## src/rtl/ber_meter_mc_pkg.sv

```systemverilog
// Shared types and width helpers for the multi-channel BER meter.
package ber_meter_mc_pkg;

  typedef enum logic {
    ST_SEARCH = 1'b0,
    ST_LOCKED = 1'b1
  } lane_state_e;

  // Width of a counter sum with one carry bit, used to detect saturation.
  function automatic int unsigned sum_w(input int unsigned cnt_w);
    return cnt_w + 1;
  endfunction

endpackage

```

## src/rtl/ber_meter_mc_if.sv

```systemverilog
// Symbol/control inputs and per-channel result outputs of the BER meter.
interface ber_meter_mc_if #(
  parameter int unsigned N_CH   = 2,
  parameter int unsigned NB_LAT = 5,
  parameter int unsigned NB_CNT = 32
);
  logic                     i_enable;
  logic [N_CH-1:0]          i_rx_bits;
  logic [N_CH-1:0]          i_ref_bits;
  logic                     i_clear;
  logic [N_CH-1:0]          o_lock;
  logic [N_CH*NB_LAT-1:0]   o_lat;
  logic [N_CH*NB_CNT-1:0]   o_err_cnt;
  logic [N_CH*NB_CNT-1:0]   o_bit_cnt;
  logic [N_CH-1:0]          o_sat;

  modport master (
    output i_enable, i_rx_bits, i_ref_bits, i_clear,
    input  o_lock, o_lat, o_err_cnt, o_bit_cnt, o_sat
  );

  modport slave (
    input  i_enable, i_rx_bits, i_ref_bits, i_clear,
    output o_lock, o_lat, o_err_cnt, o_bit_cnt, o_sat
  );
endinterface

```

## src/rtl/ber_meter_mc_lane.sv

```systemverilog
// One BER channel: reference delay line, latency search/lock FSM and
// saturating error/bit accumulators.
module ber_lane
  import ber_meter_mc_pkg::*;
#(
  parameter int unsigned MAX_LAT    = 32,
  parameter int unsigned NB_LAT     = 5,
  parameter int unsigned WIN_LEN    = 511,
  parameter int unsigned NB_WIN     = 9,
  parameter int unsigned LOCK_THR   = 8,
  parameter int unsigned UNLOCK_THR = 64,
  parameter int unsigned NB_CNT     = 32
) (
  input  logic              clock,
  input  logic              i_reset,
  input  logic              i_enable,
  input  logic              i_rx_bit,
  input  logic              i_ref_bit,
  input  logic              i_clear,
  output logic              o_lock,
  output logic [NB_LAT-1:0] o_lat,
  output logic [NB_CNT-1:0] o_err_cnt,
  output logic [NB_CNT-1:0] o_bit_cnt,
  output logic              o_sat
);
  localparam int unsigned SUM_W = sum_w(NB_CNT);

  lane_state_e       state_q, state_d;
  logic [MAX_LAT-1:1] dly_q, dly_d;
  logic [MAX_LAT-1:0] taps;
  logic [NB_LAT-1:0] k_q, k_d, best_k_q, best_k_d, lat_q, lat_d;
  logic [NB_WIN-1:0] win_cnt_q, win_cnt_d, win_err_q, win_err_d;
  logic [NB_WIN-1:0] best_q, best_d, win_err_tot;
  logic [NB_CNT-1:0] err_q, err_d, bit_q, bit_d;
  logic              sat_q, sat_d;
  logic              mis, win_end, better;
  logic [SUM_W-1:0]  err_sum, bit_sum;

  // Tap 0 is the live reference bit; tap k is k enabled symbols old.
  assign taps        = {dly_q, i_ref_bit};
  assign mis         = i_rx_bit ^ taps[(state_q == ST_LOCKED) ? lat_q : k_q];
  assign win_end     = (win_cnt_q == NB_WIN'(WIN_LEN - 1));
  assign win_err_tot = win_err_q + NB_WIN'(mis);
  assign better      = (win_err_tot < best_q);
  assign err_sum     = SUM_W'(err_q) + SUM_W'(mis);
  assign bit_sum     = SUM_W'(bit_q) + SUM_W'(1);

  always_comb begin
    state_d   = state_q;
    dly_d     = dly_q;
    k_d       = k_q;
    best_d    = best_q;
    best_k_d  = best_k_q;
    lat_d     = lat_q;
    win_cnt_d = win_cnt_q;
    win_err_d = win_err_q;
    err_d     = err_q;
    bit_d     = bit_q;
    sat_d     = sat_q;

    if (i_enable) begin
      dly_d = taps[MAX_LAT-2:0];
      if (win_end) begin
        win_cnt_d = '0;
        win_err_d = '0;
      end else begin
        win_cnt_d = win_cnt_q + NB_WIN'(1);
        win_err_d = win_err_tot;
      end

      unique case (state_q)
        ST_SEARCH: begin
          if (win_end) begin
            if (k_q == NB_LAT'(MAX_LAT - 1)) begin
              // Last candidate: fold its window into the running minimum before deciding.
              if (better ? (32'(win_err_tot) < LOCK_THR) : (32'(best_q) < LOCK_THR)) begin
                state_d = ST_LOCKED;
                lat_d   = better ? k_q : best_k_q;
              end
              k_d      = '0;
              best_d   = '1;
              best_k_d = '0;
            end else begin
              k_d = k_q + NB_LAT'(1);
              if (better) begin
                best_d   = win_err_tot;
                best_k_d = k_q;
              end
            end
          end
        end
        ST_LOCKED: begin
          err_d = err_sum[NB_CNT] ? '1 : err_sum[NB_CNT-1:0];
          bit_d = bit_sum[NB_CNT] ? '1 : bit_sum[NB_CNT-1:0];
          sat_d = sat_q | (&err_d) | (&bit_d);
          if (win_end && (32'(win_err_tot) >= UNLOCK_THR)) begin
            state_d = ST_SEARCH;
            k_d     = '0;
          end
        end
        default: state_d = ST_SEARCH;
      endcase
    end

    if (i_clear) begin
      err_d = '0;
      bit_d = '0;
      sat_d = 1'b0;
    end
  end

  always_ff @(posedge clock or negedge i_reset) begin
    if (!i_reset) begin
      state_q   <= ST_SEARCH;
      dly_q     <= '0;
      k_q       <= '0;
      best_q    <= '1;
      best_k_q  <= '0;
      lat_q     <= '0;
      win_cnt_q <= '0;
      win_err_q <= '0;
      err_q     <= '0;
      bit_q     <= '0;
      sat_q     <= 1'b0;
    end else begin
      state_q   <= state_d;
      dly_q     <= dly_d;
      k_q       <= k_d;
      best_q    <= best_d;
      best_k_q  <= best_k_d;
      lat_q     <= lat_d;
      win_cnt_q <= win_cnt_d;
      win_err_q <= win_err_d;
      err_q     <= err_d;
      bit_q     <= bit_d;
      sat_q     <= sat_d;
    end
  end

  assign o_lock    = (state_q == ST_LOCKED);
  assign o_lat     = lat_q;
  assign o_err_cnt = err_q;
  assign o_bit_cnt = bit_q;
  assign o_sat     = sat_q;

endmodule

```

## src/rtl/ber_meter_mc.sv

```systemverilog
// Multi-channel BER meter top: N_CH independent lanes with packed outputs.
module ber_meter_mc
  import ber_meter_mc_pkg::*;
#(
  parameter int unsigned N_CH       = 2,
  parameter int unsigned MAX_LAT    = 32,
  parameter int unsigned NB_LAT     = 5,
  parameter int unsigned WIN_LEN    = 511,
  parameter int unsigned NB_WIN     = 9,
  parameter int unsigned LOCK_THR   = 8,
  parameter int unsigned UNLOCK_THR = 64,
  parameter int unsigned NB_CNT     = 32
) (
  input logic            clock,
  input logic            i_reset,
  ber_meter_mc_if.slave  bus
);
  logic [N_CH-1:0]        lock_w, sat_w;
  logic [N_CH*NB_LAT-1:0] lat_w;
  logic [N_CH*NB_CNT-1:0] err_w, bit_w;

  for (genvar c = 0; c < N_CH; c++) begin : g_lane
    ber_lane #(
      .MAX_LAT   (MAX_LAT),
      .NB_LAT    (NB_LAT),
      .WIN_LEN   (WIN_LEN),
      .NB_WIN    (NB_WIN),
      .LOCK_THR  (LOCK_THR),
      .UNLOCK_THR(UNLOCK_THR),
      .NB_CNT    (NB_CNT)
    ) u_lane (
      .clock    (clock),
      .i_reset  (i_reset),
      .i_enable (bus.i_enable),
      .i_rx_bit (bus.i_rx_bits[c]),
      .i_ref_bit(bus.i_ref_bits[c]),
      .i_clear  (bus.i_clear),
      .o_lock   (lock_w[c]),
      .o_lat    (lat_w[c*NB_LAT +: NB_LAT]),
      .o_err_cnt(err_w[c*NB_CNT +: NB_CNT]),
      .o_bit_cnt(bit_w[c*NB_CNT +: NB_CNT]),
      .o_sat    (sat_w[c])
    );
  end

  assign bus.o_lock    = lock_w;
  assign bus.o_lat     = lat_w;
  assign bus.o_err_cnt = err_w;
  assign bus.o_bit_cnt = bit_w;
  assign bus.o_sat     = sat_w;

endmodule

```

## src/flat_wrapper.sv

```systemverilog
// flat-port wrapper written by rule: the top's interface ports become plain ports
module ber_meter_mc_flat import ber_meter_mc_pkg::*;
#(
  parameter int unsigned N_CH       = 2,
  parameter int unsigned MAX_LAT    = 32,
  parameter int unsigned NB_LAT     = 5,
  parameter int unsigned WIN_LEN    = 511,
  parameter int unsigned NB_WIN     = 9,
  parameter int unsigned LOCK_THR   = 8,
  parameter int unsigned UNLOCK_THR = 64,
  parameter int unsigned NB_CNT     = 32
)
  (clock, i_reset, bus_i_enable, bus_i_rx_bits, bus_i_ref_bits, bus_i_clear, bus_o_lock, bus_o_lat, bus_o_err_cnt, bus_o_bit_cnt, bus_o_sat);
  ber_meter_mc_if #(.N_CH(N_CH), .NB_LAT(NB_LAT), .NB_CNT(NB_CNT)) bus_i ();
  input logic clock;
  input logic i_reset;
  input wire logic [$bits(bus_i.i_enable)-1:0] bus_i_enable;
  input wire logic [$bits(bus_i.i_rx_bits)-1:0] bus_i_rx_bits;
  input wire logic [$bits(bus_i.i_ref_bits)-1:0] bus_i_ref_bits;
  input wire logic [$bits(bus_i.i_clear)-1:0] bus_i_clear;
  output wire logic [$bits(bus_i.o_lock)-1:0] bus_o_lock;
  output wire logic [$bits(bus_i.o_lat)-1:0] bus_o_lat;
  output wire logic [$bits(bus_i.o_err_cnt)-1:0] bus_o_err_cnt;
  output wire logic [$bits(bus_i.o_bit_cnt)-1:0] bus_o_bit_cnt;
  output wire logic [$bits(bus_i.o_sat)-1:0] bus_o_sat;
  assign bus_i.i_enable = bus_i_enable;
  assign bus_i.i_rx_bits = bus_i_rx_bits;
  assign bus_i.i_ref_bits = bus_i_ref_bits;
  assign bus_i.i_clear = bus_i_clear;
  assign bus_o_lock = bus_i.o_lock;
  assign bus_o_lat = bus_i.o_lat;
  assign bus_o_err_cnt = bus_i.o_err_cnt;
  assign bus_o_bit_cnt = bus_i.o_bit_cnt;
  assign bus_o_sat = bus_i.o_sat;
  ber_meter_mc #(.N_CH(N_CH), .MAX_LAT(MAX_LAT), .NB_LAT(NB_LAT), .WIN_LEN(WIN_LEN), .NB_WIN(NB_WIN), .LOCK_THR(LOCK_THR), .UNLOCK_THR(UNLOCK_THR), .NB_CNT(NB_CNT)) u_core (.clock(clock), .i_reset(i_reset), .bus(bus_i));
endmodule
```

## config.mk

```make
export PLATFORM = sky130hd
export DESIGN_NAME = ber_meter_mc_flat
export DESIGN_NICKNAME = d
export VERILOG_FILES = /design/src/rtl/ber_meter_mc_pkg.sv /design/src/rtl/ber_meter_mc_if.sv /design/src/rtl/ber_meter_mc_lane.sv /design/src/rtl/ber_meter_mc.sv /design/src/flat_wrapper.sv
export SDC_FILE = /design/constraint.sdc
export NUM_CORES = 1
export LEC_CHECK = 0
export BUFFER_PORTS_ARGS = -buffer_cell sky130_fd_sc_hd__clkbuf_2
export CAP_MARGIN = 10
export CORE_ASPECT_RATIO = 2
export CORE_MARGIN = 8
export CORE_UTILIZATION = 52
export CTS_CLUSTER_SIZE = 14
export DETAILED_ROUTE_END_ITERATION = 8
export PLACE_DENSITY_LB_ADDON = 0.25
export SLEW_MARGIN = 20
export SYNTH_ARGS = -nofsm -noshare
export SYNTH_HDL_FRONTEND = slang
export SYNTH_SLANG_ARGS = --single-unit
```

## constraint.sdc

```tcl
create_clock -name clock -period 7.75 [get_ports clock]
set_input_delay 1.1625 -clock clock [delete_from_list [all_inputs] [get_ports clock]]
set_output_delay 1.1625 -clock clock [all_outputs]
set_load 0.005 [all_outputs]
```

Word-level counts from Yosys, hierarchy flattened
Index checks and enable logic that the tools add are counted.
Cells by class
  muxes and demuxes: 60
  bitwise logic cells: 8
  add/subtract/negate cells: 10
  eq/ne operators: 8
  reductions and logical operators: 21
  magnitude comparators: 10
Operators by type and width (number)
  $mux W32: 16
  $reduce_and A32 Y1: 4
  $mux W9: 8
  $add A32 B1 Y33: 2
  $add A32 B1 Y33 const B: 2
  $mux W5: 12
  $lt A9 B4 Y1 const B: 4
  $pmux W5 S2: 2
  $add A9 B1 Y9: 2
  $add A9 B1 Y9 const B: 2
  $eq A9 B9 Y1 const B: 2
  $ge A9 B7 Y1 const B: 2
  $lt A9 B9 Y1: 2
  $mux W1: 18
  $lt A5 B6 Y1 const B: 2
  $reduce_and A3 Y1: 4
  $add A5 B1 Y5 const B: 2
  $bmux W1 S5: 2
  $eq A5 B5 Y1 const B: 2
  $reduce_and A5 Y1: 2
  $reduce_bool A2 Y1: 5
  $reduce_and A4 Y1: 2
  $ne A2 B1 Y1 const B: 2
  $ne A2 B2 Y1 const B: 2
  6 further kinds: 14
Word-level totals
  logic and storage cells: 139
  input bits: 8
  register bits after elaboration: 278
  output and inout bits: 142

Depth between registers and ports, before layout
  word-level depth: 12
  gate-level depth with buffers: 25
  depth with buffers taken out: 22

By module
Synthesis repeated with hierarchy kept, for this count alone.
Unflattened totals
  cell total of the unflattened synthesis: 1716
  area total of the unflattened synthesis: 16164.3 sq um
By module, submodules not included
  ber_lane (u_core.g_lane[1].u_lane): sequential area each 3489.6 sq um, cells an instance 885, area each 8239.2 sq um, instances 1
  ber_lane (u_core.g_lane[0].u_lane): sequential area each 3489.6 sq um, cells an instance 831, area each 7925.1 sq um, instances 1

Worst setup path after synthesis
OpenSTA, ideal clock, no wires.
  path kind: flip-flop to flip-flop
  start point: reg u_core.g_lane[0].u_lane.state_q
  end point: reg u_core.g_lane[0].u_lane.lat_q[0]
  setup slack: 2067 ps
  arrival time: 5558 ps
  buffers on the path: 1
  period minus slack after synthesis: 5683 ps
  stages on the path, launching flop included: 23
  setup time: 125 ps
  required time: 7625 ps
  cell sequence: dfrtp_1 > clkbuf_1 > mux2i_2 > mux4_2 > nor2b_1 > a211oi_1 > a21oi_1 > mux2i_1 > xnor2_1 > ha_1 > and4_1 > nand3_1 > nor2_1 > nand2_1 > xnor2_1 > inv_1 > ha_1 > nor3b_1 > a211o_1 > o31a_1 > or3_1 > a21oi_2 > mux2_2
On the way
  longest elaborated chain between the ends: 8
  elaborated cells between the ends (all ways): 11
  classes of those cells: add/sub (1); order compare (2); mux (5); bitwise (2); reduce/logical (1)
RTL lines
  from (decl): line ber_meter_mc_lane.sv:28  | lane_state_e state_q, state_d;
  from (signal assigned): line ber_meter_mc_lane.sv:126  | state_q <= state_d;
  $mux W5: line ber_meter_mc_lane.sv:41  | assign mis = i_rx_bit ^ taps[(state_q == ST_LOCKED) ? lat_q : k_q];
  $bmux W1 S5: line ber_meter_mc_lane.sv:41
  $mux W1: line ber_meter_mc_lane.sv:41
  $xor A1 B1 Y1: line ber_meter_mc_lane.sv:41
  $add A9 B1 Y9: line ber_meter_mc_lane.sv:43  | assign win_err_tot = win_err_q + NB_WIN'(mis);
  $lt A9 B4 Y1 or $lt A9 B9 Y1 (tied branches): line ber_meter_mc_lane.sv:76, ber_meter_mc_lane.sv:44
  $mux W1: line ber_meter_mc_lane.sv:76  | if (better ? (32'(win_err_tot) < LOCK_THR) : (32'(best_q) < LOCK_THR)) begin
  $reduce_and A5 Y1 (no source line)
  to (signal assigned): line ber_meter_mc_lane.sv:131  | lat_q <= lat_d;
  to (decl): line ber_meter_mc_lane.sv:31  | logic [NB_LAT-1:0] k_q, k_d, best_k_q, best_k_d, lat_q, lat_d;
Parallel ways exist; a longest one is shown, timed or not. The select of a mux whose other input is x is not followed.
A chain may end at the register's enable or synchronous reset.

Worst setup path after layout
  start point: reg u_core.g_lane[0].u_lane.state_q
  end point: reg u_core.g_lane[0].u_lane.best_k_q[2]
On the way
  longest elaborated chain between the ends: 8
  elaborated cells between the ends (all ways): 10
  classes of those cells: add/sub (1); order compare (1); mux (5); bitwise (2); reduce/logical (1)
RTL lines
  $mux W5: line ber_meter_mc_lane.sv:41
  $bmux W1 S5: line ber_meter_mc_lane.sv:41
  $mux W1: line ber_meter_mc_lane.sv:41
  $xor A1 B1 Y1: line ber_meter_mc_lane.sv:41
  $add A9 B1 Y9: line ber_meter_mc_lane.sv:43
  $lt A9 B9 Y1: line ber_meter_mc_lane.sv:44  | assign better = (win_err_tot < best_q);
  $mux W5 (2 in series)
  to (signal assigned): line ber_meter_mc_lane.sv:130  | best_k_q <= best_k_d;
  to (decl): line ber_meter_mc_lane.sv:31
Parallel ways exist; a longest one is shown, timed or not. The select of a mux whose other input is x is not followed.

==> run summary <==
Clk root buf: clkbuf_16
Slew Viols, Final: 0
Pre-antenna DRT Iters: 7
R2R Setup Slk: 1.35 ns
Crit-path cells: buf_4, mux2i_1, mux4_2, nor2b_1, a211oi_1, a21oi_1, mux2i_1, xnor2_1, ha_1, and4_1, nand3_1, nor2_1, nand2_1, xnor2_1, inv_1, ha_1, nor3b_1, a211o_1, o31a_1, or2_1, nor4_4, a22o_1
Post-DP HPWL: 29.0 mm
Setup TNS after final layout: 0 ns
RSZ-0062 raised after global routing: no
Worst-Margin Slew: 1.05 ns
Global-route usage over all layers: 22.5%
Total setup buffers inserted after CTS: 0
Hold violation count in the final report: 0
Hold Path End: u_core.g_lane[1].u_lane.win_cnt_q[8]
VDD IR max: 0.222 mV
Pint: 2.62 mW
IO Pins: 150
DR vias/cell: 6.16
Min-Delay Startpoint: u_core.g_lane[1].u_lane.win_cnt_q[8]
Vias in the first global route: 13539
Switching Fraction: 26.9%
Slowest-stage cell, CP: mux2i_1
Final setup vio count: 0
Synth warnings: 0
Power Density: 198 nW/um^2
Worst Hold Class: reg -> reg
Critical path data arrival time: 6.89 ns
Initial antenna violation count: 0
Reg2reg start: u_core.g_lane[0].u_lane.o_lock
TritonCTS Sinks: 278
Sequential Power Share: 50.5%
Overall overflow remaining after global route: 0
Num rows: 92
Most frequent cells in the layout: dfrtp_1, nand2_1, clkbuf_2
Resize count post-CTS: 0
Commonest non-fill, non-tap cell in the layout: dfrtp_1
Number of flops mapped to enable cells by yosys: 0
Clk_skew: 0.0125 ns
Max stage delay on crit path: 0.69 ns
H-tree depth: 1
Share of layout cells above drive strength 1: 19.1%
Largest net degree at the start of global routing: 137
Starting density of the core: 52.3%
Reg-to-reg endpoint: u_core.g_lane[0].u_lane.best_k_q[2]
Synth Area per Inst: 9.32 um^2
Total Power: 3.59 mW
Antenna diodes: 0
Cell count after synthesis: 1756
Cell variety after synth: 83
WHS Path Cells: 1
Worst EP required: 8.24 ns
Status: complete, no violations
Synth-to-Final Area Change: 10.6%
Die ar.: 37800 um^2
Final worst slack: 1.35 ns
Setup crit end kind: flip-flop
First-pass GRT wire length: 70.6 mm
Worst Setup SP: u_core.g_lane[0].u_lane.o_lock
Post-synthesis sequential area ratio: 42.6%
Fmax: 0.156 GHz
Port Buffers: 149
Die Y: 267 um
Post-synth top flop: dfrtp_1
Placer congestion estimate: 0.943
Syn nets: 1792
Clock Tree Buf Depth: 3
Die Width: 141 um
Clk_lat worst skew: 0.55 ns
Rel. slew slack: 29.8%
Core Area: 31300 um^2
Total number of vias: 14000
Final min period: 6.40 ns
Comb pwr share: 13.8%
Synth Register Bits: 278
Antenna violation net count after detailed routing: 0
CTS tree: built
# DRC: 0
Max cap viols: 0
WL per Instance: 18.7 um
P_sw: 966 uW
DP Worst Slack: 1.37 ns
Ys async rst share: 100%
Reg clk slew, reported paths: 0.07 ns
DRT iter0 DRCs: 1151
# nets final: 1866
Startpoint types: flip-flop
LEAKAGE: 7.55 nW
Crit path max fanout: 15
Worst Setup Path Type: reg -> reg
Num CTS Buffers: 27
Hold_ws: 0.479 ns
Synthesized cell area: 16400 um^2
Final period util: 82.6%
Clk network pwr share: 35.7%
Fillers: 2793
# hold bufs at CTS: 0
Reg2reg path depth: 22
Total Routed Length: 42.5 mm
-- per-stage QoR --
step | cell area [um^2] | cells | util [%]
2_1_floorplan | 16400 | 1756 | -
4_1_cts | 18100 | 2271 | 57.8
3_5_place_dp | 17300 | 2224 | 55.2
6_report | 18100 | 2271 | 57.8
5_1_grt | 18100 | 2271 | 57.8
3_3_place_gp | 17300 | 2224 | 55.2
-- Yosys cell counts, types with 6 or more instances --
cell	instances	area share, %
a211o_1	9	0.48
a211oi_1	21	0.96
a21o_1	7	0.32
a21oi_1	107	3.3
a22o_1	8	0.43
a22oi_1	8	0.37
a311oi_1	21	1.1
a31oi_1	25	0.96
and2_1	15	0.57
and3_1	50	1.9
and4_1	25	1.3
buf_1	6	0.14
buf_2	17	0.52
buf_4	9	0.41
clkbuf_1	82	1.9
dfrtp_1	260	40
dfstp_2	18	2.9
ha_1	28	2.1
inv_1	48	1.1
mux2_2	83	5.7
mux2_4	6	0.55
mux2i_1	29	1.8
mux4_2	16	2.2
nand2_1	152	3.5
nand2b_1	14	0.54
nand3_1	98	3.0
nand4_1	49	1.9
nor2_1	131	3.0
nor2b_1	6	0.23
nor3_1	60	1.8
nor3b_1	7	0.32
nor4_1	23	0.88
o211ai_1	9	0.41
o21a_1	7	0.32
o21ai_0	120	3.7
o22ai_1	12	0.46
o31ai_1	9	0.41
or3_1	6	0.23
xnor2_1	45	2.4
xor2_1	17	0.91
-- flip-flops by register name (all words and copies together) (netlist names) --
name and flops:
u_core.g_lane.u_lane.o_lat 10, u_core.g_lane.u_lane.k_q 10, u_core.g_lane.u_lane.best_k_q 10, u_core.g_lane.u_lane.win_cnt_q 18
u_core.g_lane.u_lane.o_lock 2, u_core.g_lane.u_lane.dly_q 62, u_core.g_lane.u_lane.o_sat 2, u_core.g_lane.u_lane.o_bit_cnt 64
u_core.g_lane.u_lane.best_q 18, u_core.g_lane.u_lane.win_err_q 18, u_core.g_lane.u_lane.o_err_cnt 64
-- routing by layer --
metal  global-route usage (%)  share of wire [%]  routed length, um
met1                     30.3                 44              18800
met4                     7.04                2.2                922
met3                     3.28                6.5               2760
met2                     36.6                 47              20100
met5                        0                  0                  0
-- critical path: cells and delay by family (launching register included) --
kind / cells / cell delay [ns]
AOI/OAI and AO/OA: 5 / 0.97
xor gates and xnor gates: 2 / 0.62
adders and majority gates: 2 / 0.63
buffers and inverters: 2 / 0.32
DFF: 1 / 0.37
muxes: 3 / 1.27
and+or+nand+nor: 8 / 2.14
-- worst max path at each step --
stage	slack, ns	cells after the start	to
floorplan	2.07	22	u_core.g_lane[0].u_lane.o_lat[0]
global placement	1.53	22	u_core.g_lane[0].u_lane.best_q[1]
detailed placement	1.37	20	u_core.g_lane[1].u_lane.o_lat[2]
CTS	1.35	20	u_core.g_lane[1].u_lane.o_lat[2]
global route	0.82	22	u_core.g_lane[0].u_lane.best_q[2]
finish	1.35	22	u_core.g_lane[0].u_lane.best_k_q[2]
-- cell type report --
| cell class | count | area (um^2) | share of cell area, % |
|---|---|---|---|
| Multi-Input combinational cell | 1313 | 8710 | 48.1 |
| Sequential cell | 278 | 6980 | 38.6 |
| Timing Repair Buffer | 161 | 863 | 4.77 |
| Clock buffer | 40 | 764 | 4.22 |
| Tap cell | 423 | 529 | 2.92 |
| Inverter | 49 | 184 | 1.02 |
| Clock inverter | 7 | 66.3 | 0.366 |
-- power by group through the flow --
stage	logic, mW	registers, mW	clock network (mW)
2_1_floorplan	0.407	1.77	0
3_3_place_gp	0.481	1.83	0
3_5_place_dp	0.498	1.83	0
4_1_cts	0.501	1.81	1.32
5_1_grt	0.555	1.84	1.37
6_report	0.495	1.81	1.28
-- cell families after synthesis --
family,Yosys count,share of synthesized area (%)
DFF,278,42.6
and+or+nand+nor,674,21.2
xor gates and xnor gates,63,3.42
AOI/OAI and AO/OA,412,16.0
muxes,136,10.4
buffers and inverters,165,4.14
adders and majority gates,28,2.14
(Power assumes the default switching activity.)
